### config.mk
export PLATFORM = sky130hd
export DESIGN_NAME = ifetch
export DESIGN_NICKNAME = d
export VERILOG_FILES = /design/src/rtl/rv32_pkg.sv /design/src/rtl/ifetch_fifo.sv /design/src/rtl/ifetch.sv
export SDC_FILE = /design/constraint.sdc
export NUM_CORES = 1
export LEC_CHECK = 0
export ABC_AREA = 1
export CORE_ASPECT_RATIO = 0.5
export CORE_UTILIZATION = 53
export DETAILED_ROUTE_END_ITERATION = 8
export PLACE_DENSITY = 0.84
export SLEW_MARGIN = 20
export SYNTH_ARGS = -nofsm -noshare
export SYNTH_HDL_FRONTEND = slang
export SYNTH_SLANG_ARGS = --single-unit
### constraint.sdc
create_clock -name clk -period 5.4 [get_ports clk]
set_input_delay 0.54 -clock clk [delete_from_list [all_inputs] [get_ports clk]]
set_output_delay 0.54 -clock clk [all_outputs]
set_load 0.02 [all_outputs]
### src/rtl/rv32_pkg.sv
// Shared RV32 definitions for the fetch front end: word size, canonical NOP
// and the fetch FSM state encoding.
package rv32_pkg;

    localparam int XLEN = 32;
    localparam logic [XLEN-1:0] NOP_INSN = 32'h0000_0013;

    typedef enum logic [1:0] {
        IDLE  = 2'd0,
        RUN   = 2'd1,
        FLUSH = 2'd2
    } fetch_state_t;

endpackage

### src/rtl/ifetch_fifo.sv
// Small circular FIFO with synchronous flush, used both as the decode-side
// instruction buffer and as the queue of PCs for fetches still in flight.
module ifetch_fifo #(
    parameter int WIDTH = 32,
    parameter int DEPTH = 2
) (
    input  logic                       clk,
    input  logic                       rst,
    input  logic                       flush,
    input  logic                       push,
    input  logic [WIDTH-1:0]           push_data,
    input  logic                       pop,
    output logic [WIDTH-1:0]           head,
    output logic                       full,
    output logic                       empty,
    output logic [$clog2(DEPTH+1)-1:0] count
);

    localparam int CW = $clog2(DEPTH + 1);
    localparam int PW = (DEPTH > 1) ? $clog2(DEPTH) : 1;

    logic [WIDTH-1:0] mem [DEPTH];
    logic [PW-1:0]    rd_ptr;
    logic [PW-1:0]    wr_ptr;
    logic             do_push;
    logic             do_pop;

    // Pointers wrap explicitly so non-power-of-two depths work.
    function automatic logic [PW-1:0] bump(input logic [PW-1:0] p);
        return (p == PW'(DEPTH - 1)) ? '0 : p + 1'b1;
    endfunction

    assign full    = (count == CW'(DEPTH));
    assign empty   = (count == '0);
    assign do_pop  = pop && !empty;
    assign do_push = push && (!full || do_pop);
    assign head    = mem[rd_ptr];

    always_ff @(posedge clk or posedge rst) begin
        if (rst) begin
            rd_ptr <= '0;
            wr_ptr <= '0;
            count  <= '0;
        end else if (flush) begin
            rd_ptr <= '0;
            wr_ptr <= '0;
            count  <= '0;
        end else begin
            if (do_push) wr_ptr <= bump(wr_ptr);
            if (do_pop)  rd_ptr <= bump(rd_ptr);
            count <= count + CW'(do_push) - CW'(do_pop);
        end
    end

    always_ff @(posedge clk) begin
        if (do_push && !flush) mem[wr_ptr] <= push_data;
    end

endmodule

### src/rtl/ifetch.sv
// Instruction fetch stage: issues word fetches from the PC, buffers returned
// instructions for decode, and discards stale responses after a redirect.
module ifetch
    import rv32_pkg::*;
#(
    parameter logic [31:0] RESET_PC = 32'h0000_0000,
    parameter int          DEPTH    = 2
) (
    input  logic        clk,
    input  logic        rst,
    output logic        imem_req_valid,
    input  logic        imem_req_ready,
    output logic [31:0] imem_req_addr,
    input  logic        imem_rsp_valid,
    input  logic [31:0] imem_rsp_data,
    input  logic        redirect_valid,
    input  logic [31:0] redirect_pc,
    output logic        ins_valid,
    output logic [31:0] ins,
    output logic [31:0] ins_pc,
    input  logic        ins_ready
);

    localparam int CW = $clog2(DEPTH + 1);

    fetch_state_t    state, state_next;
    logic [XLEN-1:0] pc, pc_next;
    logic [CW-1:0]   discard, discard_next;
    logic [XLEN-1:0] redirect_target;

    logic            req_fire;
    logic            rsp_accept;
    logic [CW:0]     in_use;

    logic            inf_full, inf_empty;
    logic [CW-1:0]   inf_count;
    logic [XLEN-1:0] inf_head;

    logic            buf_push, buf_pop;
    logic            buf_full, buf_empty;
    logic [CW-1:0]   buf_count;
    logic [2*XLEN-1:0] buf_head;

    assign redirect_target = redirect_pc & 32'hFFFF_FFFC;

    // A slot freed by this cycle's decode pop is credited immediately, which
    // keeps one instruction per cycle at steady state without ever overfilling.
    assign buf_pop  = ins_valid && ins_ready;
    assign in_use   = {1'b0, inf_count} + {1'b0, buf_count} - (CW+1)'(buf_pop);

    assign imem_req_valid = (state == RUN) && !redirect_valid && !inf_full
                            && (in_use < (CW+1)'(DEPTH));
    assign imem_req_addr  = pc;
    assign req_fire       = imem_req_valid && imem_req_ready;

    assign rsp_accept = imem_rsp_valid && (state == RUN) && !redirect_valid && !inf_empty;
    assign buf_push   = rsp_accept && (!buf_full || buf_pop);

    ifetch_fifo #(.WIDTH(XLEN), .DEPTH(DEPTH)) u_inflight (
        .clk       (clk),
        .rst       (rst),
        .flush     (redirect_valid),
        .push      (req_fire),
        .push_data (pc),
        .pop       (rsp_accept),
        .head      (inf_head),
        .full      (inf_full),
        .empty     (inf_empty),
        .count     (inf_count)
    );

    ifetch_fifo #(.WIDTH(2*XLEN), .DEPTH(DEPTH)) u_ibuf (
        .clk       (clk),
        .rst       (rst),
        .flush     (redirect_valid),
        .push      (buf_push),
        .push_data ({imem_rsp_data, inf_head}),
        .pop       (buf_pop),
        .head      (buf_head),
        .full      (buf_full),
        .empty     (buf_empty),
        .count     (buf_count)
    );

    assign ins_valid = !buf_empty;
    assign ins       = buf_empty ? NOP_INSN : buf_head[2*XLEN-1:XLEN];
    assign ins_pc    = buf_empty ? '0 : buf_head[XLEN-1:0];

    // Next-state logic; a redirect counts every fetch still owed by memory,
    // minus a response landing this cycle (it is dropped here directly).
    always_comb begin
        state_next   = state;
        pc_next      = pc;
        discard_next = discard;
        case (state)
            IDLE: begin
                state_next = RUN;
                if (redirect_valid) pc_next = redirect_target;
            end
            RUN: begin
                if (redirect_valid) begin
                    pc_next      = redirect_target;
                    discard_next = inf_count - CW'(imem_rsp_valid && !inf_empty)
                                   + CW'(req_fire);
                    state_next   = (discard_next != '0) ? FLUSH : RUN;
                end else if (req_fire) begin
                    pc_next = pc + 32'd4;
                end
            end
            FLUSH: begin
                if (redirect_valid) pc_next = redirect_target;
                if (imem_rsp_valid && discard != '0) discard_next = discard - 1'b1;
                if (discard_next == '0) state_next = RUN;
            end
            default: state_next = IDLE;
        endcase
    end

    always_ff @(posedge clk or posedge rst) begin
        if (rst) begin
            state   <= IDLE;
            pc      <= RESET_PC;
            discard <= '0;
        end else begin
            state   <= state_next;
            pc      <= pc_next;
            discard <= discard_next;
        end
    end

endmodule

==> summary.md, run 1 <==
| Metric | Value |
|---|---|
| Status | finished clean |
| Post-DRT Antenna Nets | 0 |
| Layout cell share with drive strength beyond 1 | 0.0688 |
| Maximum fanout along the worst path | 62 |
| FFs w/ async S/R, synth | 0.186 |
| Max VDD drop | 256 µV |
| CP Class | register to primary output |
| Die width | 196 µm |
| Seq/Total Area, Yosys | 0.657 |
| Die footprint | 0.0195 mm² |
| Cell row count | 35 |
| Commonest cells in the netlist | nand2_1, edfxtp_1, nor2_1 |
| Most frequent cell after synthesis | nand2_1 |
| Root Driver | clkbuf_16 |
| Worst Path Required | 4.86 ns |
| Clock Latency Late Sink | 0.50 ns |
| Clk slew on worst S/H paths | 0.07 ns |
| Area leader, netlist | edfxtp_1 |
| H-tree level count | 1 |
| Yosys warnings | 0 |
| Worst setup EP type | primary output |
| CTS Buf Count | 21 |
| Critical Path Start Type | register |
| Clock buffer depth | 3 |
| Pleak | 4.83 nW |
| Final min period | 4.25 ns |
| Routability cong. | 0.894 |
| IO Pins | 168 |
| Initial antenna violation count | 0 |
| Layout net count | 1201 |
| Yosys reg bits | 226 |
| Starting density of the core | 0.543 |
| FMAX | 235 MHz |
| DRT iter0 DRCs | 584 |
| DP HPWL | 15100 µm |
| Largest net degree at the start of global routing | 65 |
| Synth top area cells | edfxtp_1, nand2_1, dfrtp_1 |
| Post-synthesis instance area | 0.0100 mm² |
| Final setup violation count | 0 |
| Final Slew Violations | 0 |
| Post-DR vias/cell | 5.28 |
| GRT Residual Overflow | 0 |
| Routed Wire Length | 23900 µm |
| TritonCTS clock tree | done |
| IO buf count | 161 |
| Drt first pass iters | 6 |
| Most used DFF post-synth | edfxtp_1 |
| P&R area growth vs syn | 25.3% |
| Fillers | 1293 |
| Vias in the first global route | 7149 |
| DRC errors left | 0 |
| Worst min-delay path category | input port to async pin |
| RSZ-0062 raised after global routing | no |
| Max cap viols | 0 |
| Netlist cell types | 35 |
| Final hold violations | 0 |
| Setup TNS | 0 ns |
| CORE AREA | 0.0184 mm² |
| Syn Inst Count | 960 |
| Mapped Avg Cell Area | 10.4 µm² |
| Post-synth EDFFs | 184 |
| Cts hold-fix bufs | 0 |
| Layout Skew | 0.0181 ns |
| TritonCTS Sinks | 226 |
| Die height | 99.2 µm |
| Setup Buffers After CTS | 0 |
| Pwr/cell area | 509 mW/mm² |
| Worst relative slew slack | 0.267 |
| Ant. Diodes | 0 |
| Slew @ Worst Pin | 1.10 ns |
| Post-synth top area share | 0.552 |
| Utilization after layout | 0.680 |
| Drt wl/cell | 17.1 µm |
| Overall fraction of global-route tracks in use | 0.246 |
| First-pass GRT wire length | 37400 µm |
| Tcrit/Tclk final | 0.788 |
| Total number of vias | 7356 |
| CTS-repair resized insts | 0 |
| Crit path DAT | 3.71 ns |
-- layout by cell type (no fill, tap or decap), types with 3 or more instances in the layout --
master / instances
nand2_1: 336
edfxtp_1: 184
clkdlybuf4s50_1: 161
nor2_1: 88
a21oi_1: 64
inv_1: 58
nand3_1: 50
dfrtp_1: 41
clkbuf_16: 21
o21ai_0: 19
mux2_2: 17
mux2_1: 13
ha_1: 10
buf_4: 10
xor2_1: 7
clkinv_1: 5
clkinv_2: 4
conb_1: 4
o21bai_1: 3
inv_2: 3
nor2_2: 3
xnor2_1: 3
or2_2: 3
nor2_4: 3
clkinvlp_4: 3
-- worst max-delay path: stages (launching register included) --
cell and delay (ns):
dfrtp_1 0.45, nor2_4 0.12, buf_4 0.56, nor2_1 0.14
ha_1 0.30, or2_2 0.30, fa_1 0.49, nand2_1 0.06
nor2_2 0.10, nand2_1 0.06, inv_1 0.05, clkdlybuf4s50_1 0.59
-- worst paths after layout --
path                                   start                 to  slack (ns)  depth (start not counted)
min reg2reg                u_inflight.rd_ptr  u_inflight.rd_ptr        0.49                          1
min                                      rst  imem_req_addr[24]        0.49                          3
max in group asynchronous                rst      u_ibuf.rd_ptr        4.49                          3
min in group clk           u_inflight.rd_ptr  u_inflight.rd_ptr        0.49                          1
max                          u_ibuf.count[1]     imem_req_valid        1.15                         11
max reg2reg                  u_ibuf.count[1]           state[0]        1.67                         15
-- kinds of logic after synthesis --
logic type               Yosys count  share of synthesized area
adder cells (fa/ha/maj)           11                     0.0145
AND/OR/NAND/NOR                  491                      0.196
XOR/XNOR                          10                    0.00875
flip-flops                       226                      0.657
other                              1                   0.000375
buffers and inverters            101                     0.0428
AO/OA/AOI/OAI                     88                     0.0448
multiplexers                      32                     0.0358
-- registers in the layout, summed over array words and instances (netlist names) --
register	cells
u_inflight.mem	60
u_ibuf.rd_ptr	1
u_ibuf.count	2
u_inflight.count	2
u_inflight.rd_ptr	1
u_ibuf.mem	124
u_inflight.wr_ptr	1
state	2
u_ibuf.wr_ptr	1
discard	2
imem_req_addr	30
-- metal layers --
layer | up-vias | track usage | part of all wire
li1 | 3502 | - | -
met1 | 3517 | 0.333 | 0.42
met5 | - | 0 | 0
met2 | 289 | 0.419 | 0.48
met3 | 48 | 0.0359 | 0.072
met4 | 0 | 0.0673 | 0.024
-- area by class of cell --
type                            count  area, µm²  area share
Multi-Input combinational cell    636       3040       0.242
Sequential cell                   226       6580       0.524
Tap cell                          259        324      0.0258
Timing Repair Buffer              171       1690       0.134
Clock buffer                       23        533      0.0425
Clock inverter                     14        138      0.0110
Inverter                           64        244      0.0195
-- report_power, final --
group	leakage [nW]	internal [mW]	switching, mW
sequential	2.19	2.27	0.369
clock	0.319	0.817	0.634
combinational	2.32	0.902	1.38
-- metrics by stage --
| step | hold WS (ns) | std cells | power, mW | area [µm²] | setup WS [ns] |
|---|---|---|---|---|---|
| 2_1_floorplan | 0.471 | 963 | 3.90 | 10000 | 1.25 |
| 3_3_place_gp | 0.458 | 1356 | 4.82 | 11900 | 1.70 |
| 3_5_place_dp | 0.478 | 1356 | 4.92 | 11900 | 1.64 |
| 4_1_cts | 0.487 | 1393 | 6.39 | 12500 | 1.12 |
| 5_1_grt | 0.509 | 1393 | 6.70 | 12500 | 0.974 |
| 6_report | 0.488 | 1393 | 6.38 | 12500 | 1.15 |
(Power assumes the default switching activity.)
==> run 2: changes to the inputs <==
- clock period: 5.4 -> 4.2 ns (I/O delays scaled with it)
==> run 2 against run 1 <==
Setup slack worse by 0.45 ns. Die area stayed put. Critical path depth fell by 1. Global-route usage is essentially flat. Critical path type unchanged. Cell count barely moved. Cell area about the same. Total power increased by 28%. Combinational power is 29% higher. Highest routed layer unchanged. Sequential power rose by 28%. Clock-buffer cell count increased by 2.
==> summary.md, run 2 (synthesis gave the netlist of run 1 again) <==
| Metric | Value |
|---|---|
| Tot Pwr | 8.15 mW (+28%) |
| Drt first pass iters | 5 (-1) |
| DP HPWL | 15400 µm (+2.0%) |
| Post-DRT Antenna Nets | 0 (unchanged) |
| Setup TNS | 0 ns (unchanged) |
| Die width | 196 µm (unchanged) |
| Max FFs per register | 124 (unchanged) |
| Critical path cell sequence | nor2_4 > nor2_1 > ha_1 > or2_2 > fa_1 > nand2_1 > nor2_2 > nand2_1 > inv_1 > clkdlybuf4s50_1 |
| Layout Skew | 0.0120 ns (-0.00612 ns) |
| Post-DR vias/cell | 5.29 (+0.17%) |
| Final setup violation count | 0 (unchanged) |
| Worst relative slew slack | 0.376 (+0.108) |
| Initial antenna violation count | 0 (unchanged) |
| Maximum fanout along the worst path | 4 (-94%) |
| RSZ-0062 raised after global routing | no |
| Commonest non-fill, non-tap cell in the layout | nand2_1 |
| Overall fraction of global-route tracks in use | 0.246 (about the same) |
| Clock Latency Late Sink | 0.49 ns (about the same) |
| Layout Cells excl Fill | 1394 (+0.072%) |
| TritonCTS clock tree | done |
| Post-Place Cells | 1357 (+0.074%) |
| Root Driver | clkbuf_16 |
| Worst reg2reg endpoint | state[1] |
| P&R area growth vs syn | 25.4% (about the same) |
| Pwr/cell area | 649 mW/mm² (+28%) |
| R2r worst-path depth | 15 (unchanged) |
| Setup Buffers After CTS | 0 (unchanged) |
| Crit path DAT | 3.09 ns (-0.62 ns) |
| Pleak | 4.84 nW (about the same) |
| TritonCTS Sinks | 226 (unchanged) |
| CTS Buf Count | 21 (unchanged) |
| CORE AREA | 0.0184 mm² (unchanged) |
| Critical Path Start Type | register |
| Status | finished clean |
| Total number of vias | 7374 (+0.24%) |
| Layout cell share with drive strength beyond 1 | 0.0714 (+0.00258) |
| Clk slew on worst S/H paths | 0.06 ns (about the same) |
| Ant. Diodes | 0 (unchanged) |
| Worst min-delay path category | input port to async pin |
| Largest net degree at the start of global routing | 65 (unchanged) |
| FMAX | 285 MHz |
| IO Pins | 168 (unchanged) |
| Slew @ Worst Pin | 0.937 ns (-0.161 ns) |
| Cell row count | 35 (unchanged) |
| Worst setup EP type | primary output |
| Final Slew Violations | 0 (unchanged) |
| Cell mode on critical path | nand2_1 |
| Slowest CP cell | clkdlybuf4s50_1 |
| Max VDD drop | 336 µV (+31%) |
| Final min period | 3.51 ns |
| H-tree level count | 1 (unchanged) |
| Drt wl/cell | 17.1 µm (-0.29%) |
| Biggest register | u_ibuf.mem |
| CP Class | register to primary output |
| Die height | 99.2 µm (unchanged) |
| Vias in the first global route | 7055 (-1.3%) |
| Die footprint | 0.0195 mm² (unchanged) |
| Tcrit/Tclk final | 0.835 |
| Cts hold-fix bufs | 0 (unchanged) |
| DRC errors left | 0 (unchanged) |
| Routed Wire Length | 23800 µm (-0.21%) |
| Layout net count | 1202 (+0.083%) |
| FF-to-FF Start | u_ibuf.count[1] |
| Max cap viols | 0 (unchanged) |
| Flop2flop setup slack | 1.12 ns (-0.55 ns) |
| Worst stage delay on the critical path | 0.59 ns (about the same) |
| Commonest non-fill, non-tap cells in the layout | nand2_1, edfxtp_1, clkdlybuf4s50_1 |
| PnR worst setup slack | 0.694 ns (-0.453 ns) |
| Starting density of the core | 0.543 (unchanged) |
| Routability cong. | 0.932 (+4.3%) |
| Post-Place Worst Slack | 0.783 ns (-0.853 ns) |
| DRT iter0 DRCs | 653 (+12%) |
| CTS-repair resized insts | 0 (unchanged) |
| Hold_ws | 0.308 ns (-0.180 ns) |
| Clock buffer depth | 3 (unchanged) |
| IO buf count | 161 (unchanged) |
| GRT Residual Overflow | 0 (unchanged) |
| First-pass GRT wire length | 37100 µm (-0.76%) |
| Final hold violations | 0 (unchanged) |
| Worst Path Required | 3.78 ns (-1.08 ns) |
-- run 2: how the worst max path moves through the flow --
stage | startpoint | depth (start not counted) | endpoint | slack, ns
floorplan | u_ibuf.count[1] | 10 | u_inflight.mem[1][10] | 0.14
global placement | ins_ready | 11 | imem_req_valid | 0.85
detailed placement | ins_ready | 16 | state[1] | 0.78
CTS | u_ibuf.count[1] | 10 | imem_req_valid | 0.68
global route | u_ibuf.count[1] | 10 | imem_req_valid | 0.55
finish | u_ibuf.count[1] | 10 | imem_req_valid | 0.69
-- run 2: critical path, delay by kind of cell, from the launching register on --
family                     cells  cell delay, ns
buffers and inverters          2            0.64
and+or+nand+nor                6            0.74
DFF                            1            0.45
adders and majority gates      2            0.76
-- run 2: layer usage --
layer,vias up,track usage,wire length [µm]
li1,3520,-,-
met3,32,0.0353,1650
met5,-,0,0
met1,3534,0.333,10100
met2,288,0.426,11700
met4,0,0.0565,386
-- run 2: report_power, final --
| part | switching [mW] | internal, mW |
|---|---|---|
| clock | 0.805 | 1.02 |
| combinational | 1.79 | 1.16 |
| sequential | 0.456 | 2.92 |
-- run 2: per-stage QoR --
step                      cell area, µm²   util
after detailed placement           11900  0.645
after global routing               12600  0.681
after floorplan                    10000      -
after global placement             11900  0.645
final                              12600  0.681
after CTS                          12600  0.681
-- run 2: cell type report --
cell class,instances,area [µm²]
Clock buffer,25,561
Tap cell,259,324
Clock inverter,12,100
Timing Repair Buffer,172,1710
Sequential cell,226,6580
Fill cell,1286,5880
Inverter,64,244
Multi-Input combinational cell,636,3040
==> run 3: changes to the inputs <==
- clock period: 4.2 -> 3.5 ns (I/O delays scaled with it)
==> run 3 against run 2 <==
Total power grew 23%. Sequential power grew 21%. Clock skew grew 0.0061 ns. Largest cell class unchanged. Utilization grew 0.41 points. Non-clock buffer count grew 2. Cell count is essentially flat. Cell area grew 0.60%. Via count grew 0.64%. Clock power grew 28%. Sequential share of layout area shrank 0.31 points. Routed wire length grew 1.8%.
==> summary.md, run 3 (synthesis gave the netlist of run 1 again) <==
| Metric | Value |
|---|---|
| GRT Residual Overflow | 0 (unchanged) |
| Layout cell share with drive strength beyond 1 | 0.0678 (-0.00358) |
| CP endpoint | state[0] |
| Max VDD drop | 378 µV (+13%) |
| RSZ-0062 raised after global routing | no |
| Cell area after layout | 0.0126 mm² (+0.60%) |
| Commonest non-fill, non-tap cell in the layout | nand2_1 |
| Cts hold-fix bufs | 0 (unchanged) |
| CORE AREA | 0.0184 mm² (unchanged) |
| Routed Wire Length | 24200 µm (+1.8%) |
| CTS-repair resized insts | 0 (unchanged) |
| Root Driver | clkbuf_16 |
| Gate power share | 0.356 (-0.005) |
| Critical Path Start Type | register |
| Total number of vias | 7421 (+0.64%) |
| FF-to-FF Start | u_ibuf.count[1] |
| Worst reg2reg endpoint | state[0] |
| Net Switching | 3.68 mW (+21%) |
| Initial antenna violation count | 0 (unchanged) |
| Internal | 6.31 mW (+24%) |
| Status | finished clean |
| Layout net count | 1203 (+0.083%) |
| Biggest register | u_ibuf.mem |
| DRC errors left | 0 (unchanged) |
| Final setup violation count | 0 (unchanged) |
| R2r worst-path depth | 14 (-1) |
| IO Pins | 168 (unchanged) |
| Die footprint | 0.0195 mm² (unchanged) |
| Net Sw Frac | 0.369 (-0.00523) |
| First-pass GRT wire length | 37600 µm (+1.3%) |
| Maximum fanout along the worst path | 4 (unchanged) |
| Commonest non-fill, non-tap cells in the layout | nand2_1, edfxtp_1, clkdlybuf4s50_1 |
| Largest net degree at the start of global routing | 63 (-3.1%) |
| Cell row count | 35 (unchanged) |
| Setup Buffers After CTS | 0 (unchanged) |
| Layout Skew | 0.0181 ns (+0.00608 ns) |
| Worst setup EP type | register |
| Post-DRT Antenna Nets | 0 (unchanged) |
| Vias in the first global route | 7093 (+0.54%) |
| Drt wl/cell | 17.4 µm (+1.7%) |
| Die height | 99.2 µm (unchanged) |
| Post-DR vias/cell | 5.32 (+0.57%) |
| Worst relative slew slack | 0.527 (+0.152) |
| Overall fraction of global-route tracks in use | 0.250 (+0.00415) |
| CTS Buf Count | 20 (-4.8%) |
| Worst Path Required | 3.90 ns (+0.12 ns) |
| DRT iter0 DRCs | 657 (+0.61%) |
| Die width | 196 µm (unchanged) |
| Clock Latency Late Sink | 0.49 ns (about the same) |
| Max FFs per register | 124 (unchanged) |
| Fillers | 1286 (unchanged) |
| Starting density of the core | 0.543 (unchanged) |
| Pwr/cell area | 791 mW/mm² (+22%) |
| Max cap viols | 0 (unchanged) |
| Final Slew Violations | 0 (unchanged) |
| Crit path from | u_ibuf.count[1] |
| Pleak | 4.89 nW (+1.0%) |
| CP Class | register to register |
| Tot Pwr | 9.99 mW (+23%) |
| Final hold violations | 0 (unchanged) |
| Tcrit/Tclk final | 0.911 |
| Slew @ Worst Pin | 0.709 ns (-0.228 ns) |
| Clk slew on worst S/H paths | 0.07 ns (about the same) |
| TritonCTS clock tree | done |
| P&R area growth vs syn | 26.2% |
| DP HPWL | 15600 µm (+0.94%) |
| Routability cong. | 0.875 (-6.1%) |
| Clock buffer depth | 3 (unchanged) |
| FMAX | 314 MHz |
| H-tree level count | 1 (unchanged) |
| TritonCTS Sinks | 226 (unchanged) |
| Worst min-delay path category | input port to async pin |
| Ant. Diodes | 0 (unchanged) |
| Final min period | 3.19 ns |
| Placed Instance Area | 0.0119 mm² (+0.38%) |
| Drt first pass iters | 5 (unchanged) |
| Flop2flop setup slack | 0.31 ns (-0.81 ns) |
| Crit path DAT | 3.59 ns (+0.50 ns) |
| IO buf count | 161 (unchanged) |
| Flop pwr share | 0.410 (-0.004) |
| Clk pwr share | 0.234 (+0.010) |
[run 3: area by class of cell]
class | count | area, µm² | area share
clock buffer | 24 | 537 | 0.0425
clock inverter | 12 | 153 | 0.0121
inverter | 64 | 243 | 0.0192
multi-input combinational | 636 | 3050 | 0.241
sequential | 226 | 6580 | 0.521
tap | 259 | 324 | 0.0257
timing repair buffer | 174 | 1750 | 0.139
[run 3: power groups by stage]
stage               clock network, mW  registers, mW  logic [mW]
floorplan                           0           4.07        1.95
global placement                    0           4.09        3.40
detailed placement                  0           4.13        3.50
CTS                              2.37           4.08        3.57
global route                     2.47           4.14        3.85
finish                           2.34           4.10        3.55
[run 3: critical path, cell delays in order, from the launching register on]
cell     delay, ns
dfrtp_1       0.45
nor2_4        0.14
nor2_1        0.05
ha_1          0.28
or2_2         0.32
fa_1          0.50
nand2_1       0.07
nor2_2        0.11
nand3_2       0.15
inv_1         0.11
ha_1          0.16
xnor2_1       0.14
xor2_1        0.26
nand3_1       0.14
a21oi_1       0.21
[run 3: how the worst min path moves through the flow]
stage                               from              end  cells past startpoint
after detailed placement      discard[1]       discard[1]                      2
after floorplan           redirect_valid  u_ibuf.count[0]                      1
after global routing                 rst         state[1]                      2
final                                rst         state[1]                      2
after global placement        discard[1]       discard[1]                      2
after CTS                            rst         state[1]                      2
[run 3: metrics by stage]
stage                     hold WS (ns)  TNS [ns]  cells   util  setup slack [ns]
final                            0.212         0   1395  0.685             0.312
after global routing             0.263         0   1395  0.685             0.144
after CTS                        0.227         0   1395  0.685            0.0136
after detailed placement         0.497         0   1359  0.647             0.139
after global placement           0.491         0   1359  0.647             0.215
after floorplan                  0.415    -0.211    963      -          -0.00704
[run 3: routing by layer]
layer / global-route usage / routed length, µm
met1: 0.337 / 10100
met2: 0.420 / 11700
met3: 0.0437 / 1790
met4: 0.0775 / 657
met5: 0 / 0
